`config.mk`:
```
export PLATFORM = sky130hd
export DESIGN_NAME = stereo_frame_sched
export DESIGN_NICKNAME = d
export VERILOG_FILES = /design/src/rtl/stereo_frame_sched.sv
export SDC_FILE = /design/constraint.sdc
export NUM_CORES = 1
export LEC_CHECK = 0
export CORE_MARGIN = 10
export CORE_UTILIZATION = 50
export DETAILED_ROUTE_END_ITERATION = 16
export DONT_BUFFER_PORTS = 1
export PLACE_DENSITY = 0.66
export SLEW_MARGIN = 20
export SYNTH_ARGS = -nofsm -noshare
export SYNTH_HDL_FRONTEND = slang
export SYNTH_SLANG_ARGS = --single-unit
```
`constraint.sdc`:
```
create_clock -name clk -period 3.5 [get_ports clk]
set_clock_uncertainty 0.1 [all_clocks]
set_input_delay 0.7 -clock clk [delete_from_list [all_inputs] [get_ports clk]]
set_output_delay 0.7 -clock clk [all_outputs]
set_load 0.02 [all_outputs]
```
`src/rtl/stereo_frame_sched.sv`:
```
// Frame-level scheduler for the SGM stereo core: shadows the live config at frame start,
// validates it, starts the core and supervises completion with a cycle-budget timeout.
module stereo_frame_sched #(
  parameter int TMO_W = 24,
  parameter int CNT_W = 16
) (
  input  logic             clk,
  input  logic             rst,
  input  logic             sched_en,
  input  logic             frame_sof,
  input  logic [10:0]      cfg_width,
  input  logic [10:0]      cfg_height,
  input  logic [8:0]       cfg_range,
  input  logic             cfg_bypass,
  input  logic [TMO_W-1:0] tmo_limit,
  input  logic             err_clr,
  input  logic             core_done,
  output logic             core_start,
  output logic             core_abort,
  output logic [10:0]      act_width,
  output logic [10:0]      act_height,
  output logic [8:0]       act_range,
  output logic             act_bypass,
  output logic             busy,
  output logic [CNT_W-1:0] frame_cnt,
  output logic [CNT_W-1:0] drop_cnt,
  output logic             err_timeout,
  output logic             err_overrun,
  output logic             err_cfg
);

  typedef enum logic [1:0] {
    IDLE  = 2'd0,
    LOAD  = 2'd1,
    START = 2'd2,
    RUN   = 2'd3
  } state_t;

  state_t           state;
  state_t           state_nxt;
  logic [TMO_W-1:0] tmo_cnt;
  logic [TMO_W-1:0] tmo_cnt_nxt;
  logic             cfg_ok;
  logic             sof_accept;
  logic             sof_overrun;
  logic             cfg_fail;
  logic             start_nxt;
  logic             done_evt;
  logic             tmo_evt;

  // Range is compared against width after zero-extension to the width's 11 bits.
  always_comb begin
    cfg_ok = (act_width  >= 11'd64) && (act_width  <= 11'd1920) &&
             (act_height >= 11'd16) && (act_height <= 11'd1080) &&
             (act_range != 9'd0) && (act_range[3:0] == 4'd0) &&
             ({2'b00, act_range} < act_width);
  end

  always_ff @(posedge clk or posedge rst) begin
    if (rst) begin
      state   <= IDLE;
      tmo_cnt <= '0;
    end else begin
      state   <= state_nxt;
      tmo_cnt <= tmo_cnt_nxt;
    end
  end

  always_comb begin
    state_nxt   = state;
    tmo_cnt_nxt = tmo_cnt;
    sof_accept  = 1'b0;
    cfg_fail    = 1'b0;
    start_nxt   = 1'b0;
    done_evt    = 1'b0;
    tmo_evt     = 1'b0;
    sof_overrun = frame_sof && (state != IDLE);
    case (state)
      IDLE: begin
        if (frame_sof && sched_en) begin
          sof_accept = 1'b1;
          state_nxt  = LOAD;
        end
      end
      LOAD: begin
        if (cfg_ok) begin
          start_nxt = 1'b1;
          state_nxt = START;
        end else begin
          cfg_fail  = 1'b1;
          state_nxt = IDLE;
        end
      end
      START: begin
        tmo_cnt_nxt = '0;
        state_nxt   = RUN;
      end
      RUN: begin
        // Saturate so a disabled timeout never wraps back into a false match.
        if (tmo_cnt != {TMO_W{1'b1}}) begin
          tmo_cnt_nxt = tmo_cnt + TMO_W'(1);
        end
        if (core_done) begin
          done_evt  = 1'b1;
          state_nxt = IDLE;
        end else if ((tmo_limit != '0) && (tmo_cnt == (tmo_limit - TMO_W'(1)))) begin
          tmo_evt   = 1'b1;
          state_nxt = IDLE;
        end
      end
      default: begin
        state_nxt = IDLE;
      end
    endcase
  end

  always_ff @(posedge clk or posedge rst) begin
    if (rst) begin
      act_width   <= 11'd1920;
      act_height  <= 11'd1080;
      act_range   <= 9'd128;
      act_bypass  <= 1'b1;
      core_start  <= 1'b0;
      core_abort  <= 1'b0;
      busy        <= 1'b0;
      frame_cnt   <= '0;
      drop_cnt    <= '0;
      err_timeout <= 1'b0;
      err_overrun <= 1'b0;
      err_cfg     <= 1'b0;
    end else begin
      if (sof_accept) begin
        act_width  <= cfg_width;
        act_height <= cfg_height;
        act_range  <= cfg_range;
        act_bypass <= cfg_bypass;
      end
      core_start <= start_nxt;
      core_abort <= tmo_evt;
      busy       <= (state_nxt != IDLE);
      if (done_evt) begin
        frame_cnt <= frame_cnt + CNT_W'(1);
      end
      // A sof arriving in a failing LOAD cycle is a second, independent drop.
      drop_cnt    <= drop_cnt + CNT_W'(cfg_fail) + CNT_W'(sof_overrun);
      err_timeout <= (err_timeout & ~err_clr) | tmo_evt;
      err_overrun <= (err_overrun & ~err_clr) | sof_overrun;
      err_cfg     <= (err_cfg & ~err_clr) | cfg_fail;
    end
  end

endmodule

```
==> flow_summary_export.csv <==
group,metric,value,unit
sta,min_period_over_period,0.9501,
yosys,synth_edf_count,0,
sta,rsz0062_at_grt,"no",
worst_setup_path,rr_endpoint,"drop_cnt[12]",
clocking,hold_buffers,0,
yosys,async_flop_share,1.000,
clocking,htree_num_levels,3,
sta,fin_crit,3.325,ns
floorplanning,ios,132,
worst_setup_path,end_kind,"flop",
yosys,ys_types,64,
clocking,cts_tree,"yes",
yosys,synth_top_area_share,0.3959,
clocking,path_clk_slew,0.09,ns
global_routing,grtUsageTotal,0.1784,
outcome,outcome,"finished clean",
worst_setup_path,path_max_fanout,3,
worst_setup_path,r2r_cells,14,
floorplanning,row_count,38,
finish,num_antenna_cells,0,
yosys,synth_largest_area_cell,"dfrtp_1",
yosys,postSynthCellCount,553,
worst_setup_path,r2r-start,"act_range[5]",
place,port_buffers,0,
global_routing,grt_pass1_wl,23.16,mm
finish,area_delta_synth_final,12.29,%
worst_setup_path,r2r_slack,0.17,ns
global_routing,overflow,0,
finish,regArea,2415,µm²
drt,wl,13.92,mm
floorplanning,die_area,15440,µm²
finish,finish.net_count,662,
floorplanning,die_x,124.3,µm
drt,drc,0,
worst_setup_path,critical_path_class,"reg -> reg",
drt,drt_iter0_markers,266,
finish,multi_input_area,2878,µm²
place,placedCellCount,715,
clocking,clock_path_buffers,2,
worst_setup_path,critPathBufInv,1,
drt,final_antenna_net_count,0,
place,place.gp.congestion,0.9397,
worst_setup_path,arrival,3.47,ns
yosys,synth_most_common_cell,"dfrtp_1",
power,vdd_ir_drop_max,0.5072,mV
sta,hold_viol_final,0,
finish,final_cells,732,
job,maxCapViolations,0,
floorplanning,initial_core_util,0.5059,
worst_hold_path,hold_path_class,"in -> async",
clocking,cts_sinks,96,
global_routing,antenna_found_initial,0,
sta,slew_violations,0,
worst_setup_path,crit_family,"simple AND/OR/NAND/NOR gates",
worst_setup_path,worstSetupStartpoint,"act_range[5]",
worst_setup_path,slowest_delay,0.52,ns
worst_setup_path,slowest_stage,"or4_1",
finish,post_route_cells_drive_above_1_share,0.1926,
worst_setup_path,crit_chain,"or4_1, o211ai_1, a211o_1, a31oi_2, or3b_4, fa_2, inv_1, ha_4, nand3_2, nor2_2, and3_4, and2_1, nand2_1, xnor2_1",
yosys,syn_avg_cell_area,9.831,µm²
yosys,synthTopCellsByCount,"dfrtp_1, xnor2_1, nor2_1",
yosys,syn_area,5436,µm²
yosys,synth_nets,628,
finish,fillers,951,
drt,num_vias,4241,
floorplanning,dieHeight,124.3,µm
global_routing,grt_pass1_vias,4441,
sta,slew_headroom,0.4271,
floorplanning,core,10750,µm²
sta,max_freq,300.7,MHz
clocking,clk_latency,0.36,ns
yosys,ys_seq_elements,96,
yosys,ys.flop_type,"dfrtp_1",
power,power_density,641.2,nW/µm²
power,total_power,3.914,mW
drt,vias_per_cell,5.794,
power,p_leak,2.648,nW
yosys,synth_area_leaders,"dfrtp_1, xnor2_1, xor2_1, mux2_2, dfstp_2",
place,hpwl,10.99,mm
drt,dr.pass1.iters,5,
global_routing,grt_max_degree,58,
yosys,ys_warn_count,0,
clocking,cts_buffers,9,
clocking,ctsRootBufferMaster,"clkbuf_8",
sta,worstMarginPinSlew,0.8482,ns
worst_setup_path,worst-endpoint-required,3.65,ns
drt,routedWlPerCell,19.02,µm
worst_setup_path,cp-start-kind,"flop",
yosys,ys_seq_area_frac,0.4442,
sta,setup_viol,0,
power breakdown:
group          switching, mW  internal, mW
logic                  0.783         0.634
clock network          0.367         0.332
registers              0.376          1.42
worst register-to-register path: cells and delay by family (launching register included):
| kind | cells | cell delay (ns) |
|---|---|---|
| DFF | 1 | 0.41 |
| adders and majority gates | 2 | 0.50 |
| and+or+nand+nor | 7 | 1.58 |
| xor gates and xnor gates | 1 | 0.14 |
| AOI/OAI and AO/OA | 3 | 0.40 |
| buffers and inverters | 1 | 0.10 |
cells by family (layout without fill, tap and decap cells):
logic type	count (synthesis)	in the layout	share of synthesized area
DFF	96	96	0.4442
xor gates and xnor gates	75	75	0.1208
AOI/OAI and AO/OA	67	67	0.08309
muxes	27	27	0.05547
and+or+nand+nor	226	226	0.2295
adders and majority gates	13	13	0.03130
buffers and inverters	49	88	0.03567
layer usage:
metal | wire (µm) | track usage
met2 | 6594 | 0.2869
met5 | 0 | 0
met3 | 1557 | 0.09106
met1 | 5567 | 0.1999
met4 | 204 | 0.05963
repair_timing:
action / CTS / global route
resized for setup: 2 / 9
buffers inserted: 1 / 0
pin swaps: 1 / 3
setup endpoints to repair: 2 / 6
metrics by stage:
stage | setup WS [ns] | TNS (ns) | instance area [µm²] | utilization | hold WS [ns]
finish | 0.1748 | 0 | 6105 | 0.5681 | 0.2160
global route | 0.002828 | 0 | 6105 | 0.5681 | 0.2660
CTS | 0.0003206 | 0 | 6063 | 0.5643 | 0.2304
detailed placement | -0.04124 | -0.06039 | 5867 | 0.5460 | 0.4447
global placement | 0.02886 | 0 | 5867 | 0.5460 | 0.4259
floorplan | 0.1113 | 0 | 5436 | - | 0.4373
worst max-delay path by stage:
stage | endpoint | slack [ns] | cells past startpoint
6_report | drop_cnt[12] | 0.17 | 14
5_1_grt | drop_cnt[12] | 0.003 | 14
4_1_cts | drop_cnt[12] | 0.0003 | 14
3_5_place_dp | drop_cnt[12] | -0.04 | 15
3_3_place_gp | state[0] | 0.03 | 10
2_1_floorplan | drop_cnt[12] | 0.11 | 14
area by class of cell:
class / count / area share
multi-input cells: 408 / 0.4714
flip-flops and latches: 96 / 0.3956
repair buffers: 45 / 0.05739
well taps: 140 / 0.02869
clock buffers: 13 / 0.02275
inverters: 27 / 0.01701
clock inverters: 3 / 0.007174
flip-flops by register name, indices dropped and copies added (netlist names):
register	count
act_bypass	1
act_height	11
act_range	9
act_width	11
busy	1
core_abort	1
core_start	1
drop_cnt	16
err_cfg	1
err_overrun	1
err_timeout	1
frame_cnt	16
state	2
tmo_cnt	24
cell usage in the layout (no fill, tap or decap), drive strengths merged, types with 13 or more instances in the layout:
| cell | instances |
|---|---|
| nor2 | 40 |
| o21ai | 25 |
| nand4 | 16 |
| xor2 | 34 |
| clkbuf | 13 |
| xnor2 | 41 |
| nand3 | 33 |
| inv | 27 |
| dfrtp | 86 |
| nand2 | 37 |
| nor3 | 14 |
| buf | 45 |
| mux2 | 25 |
| nor4 | 16 |
Note: power is estimated with default switching activity, not from simulation.
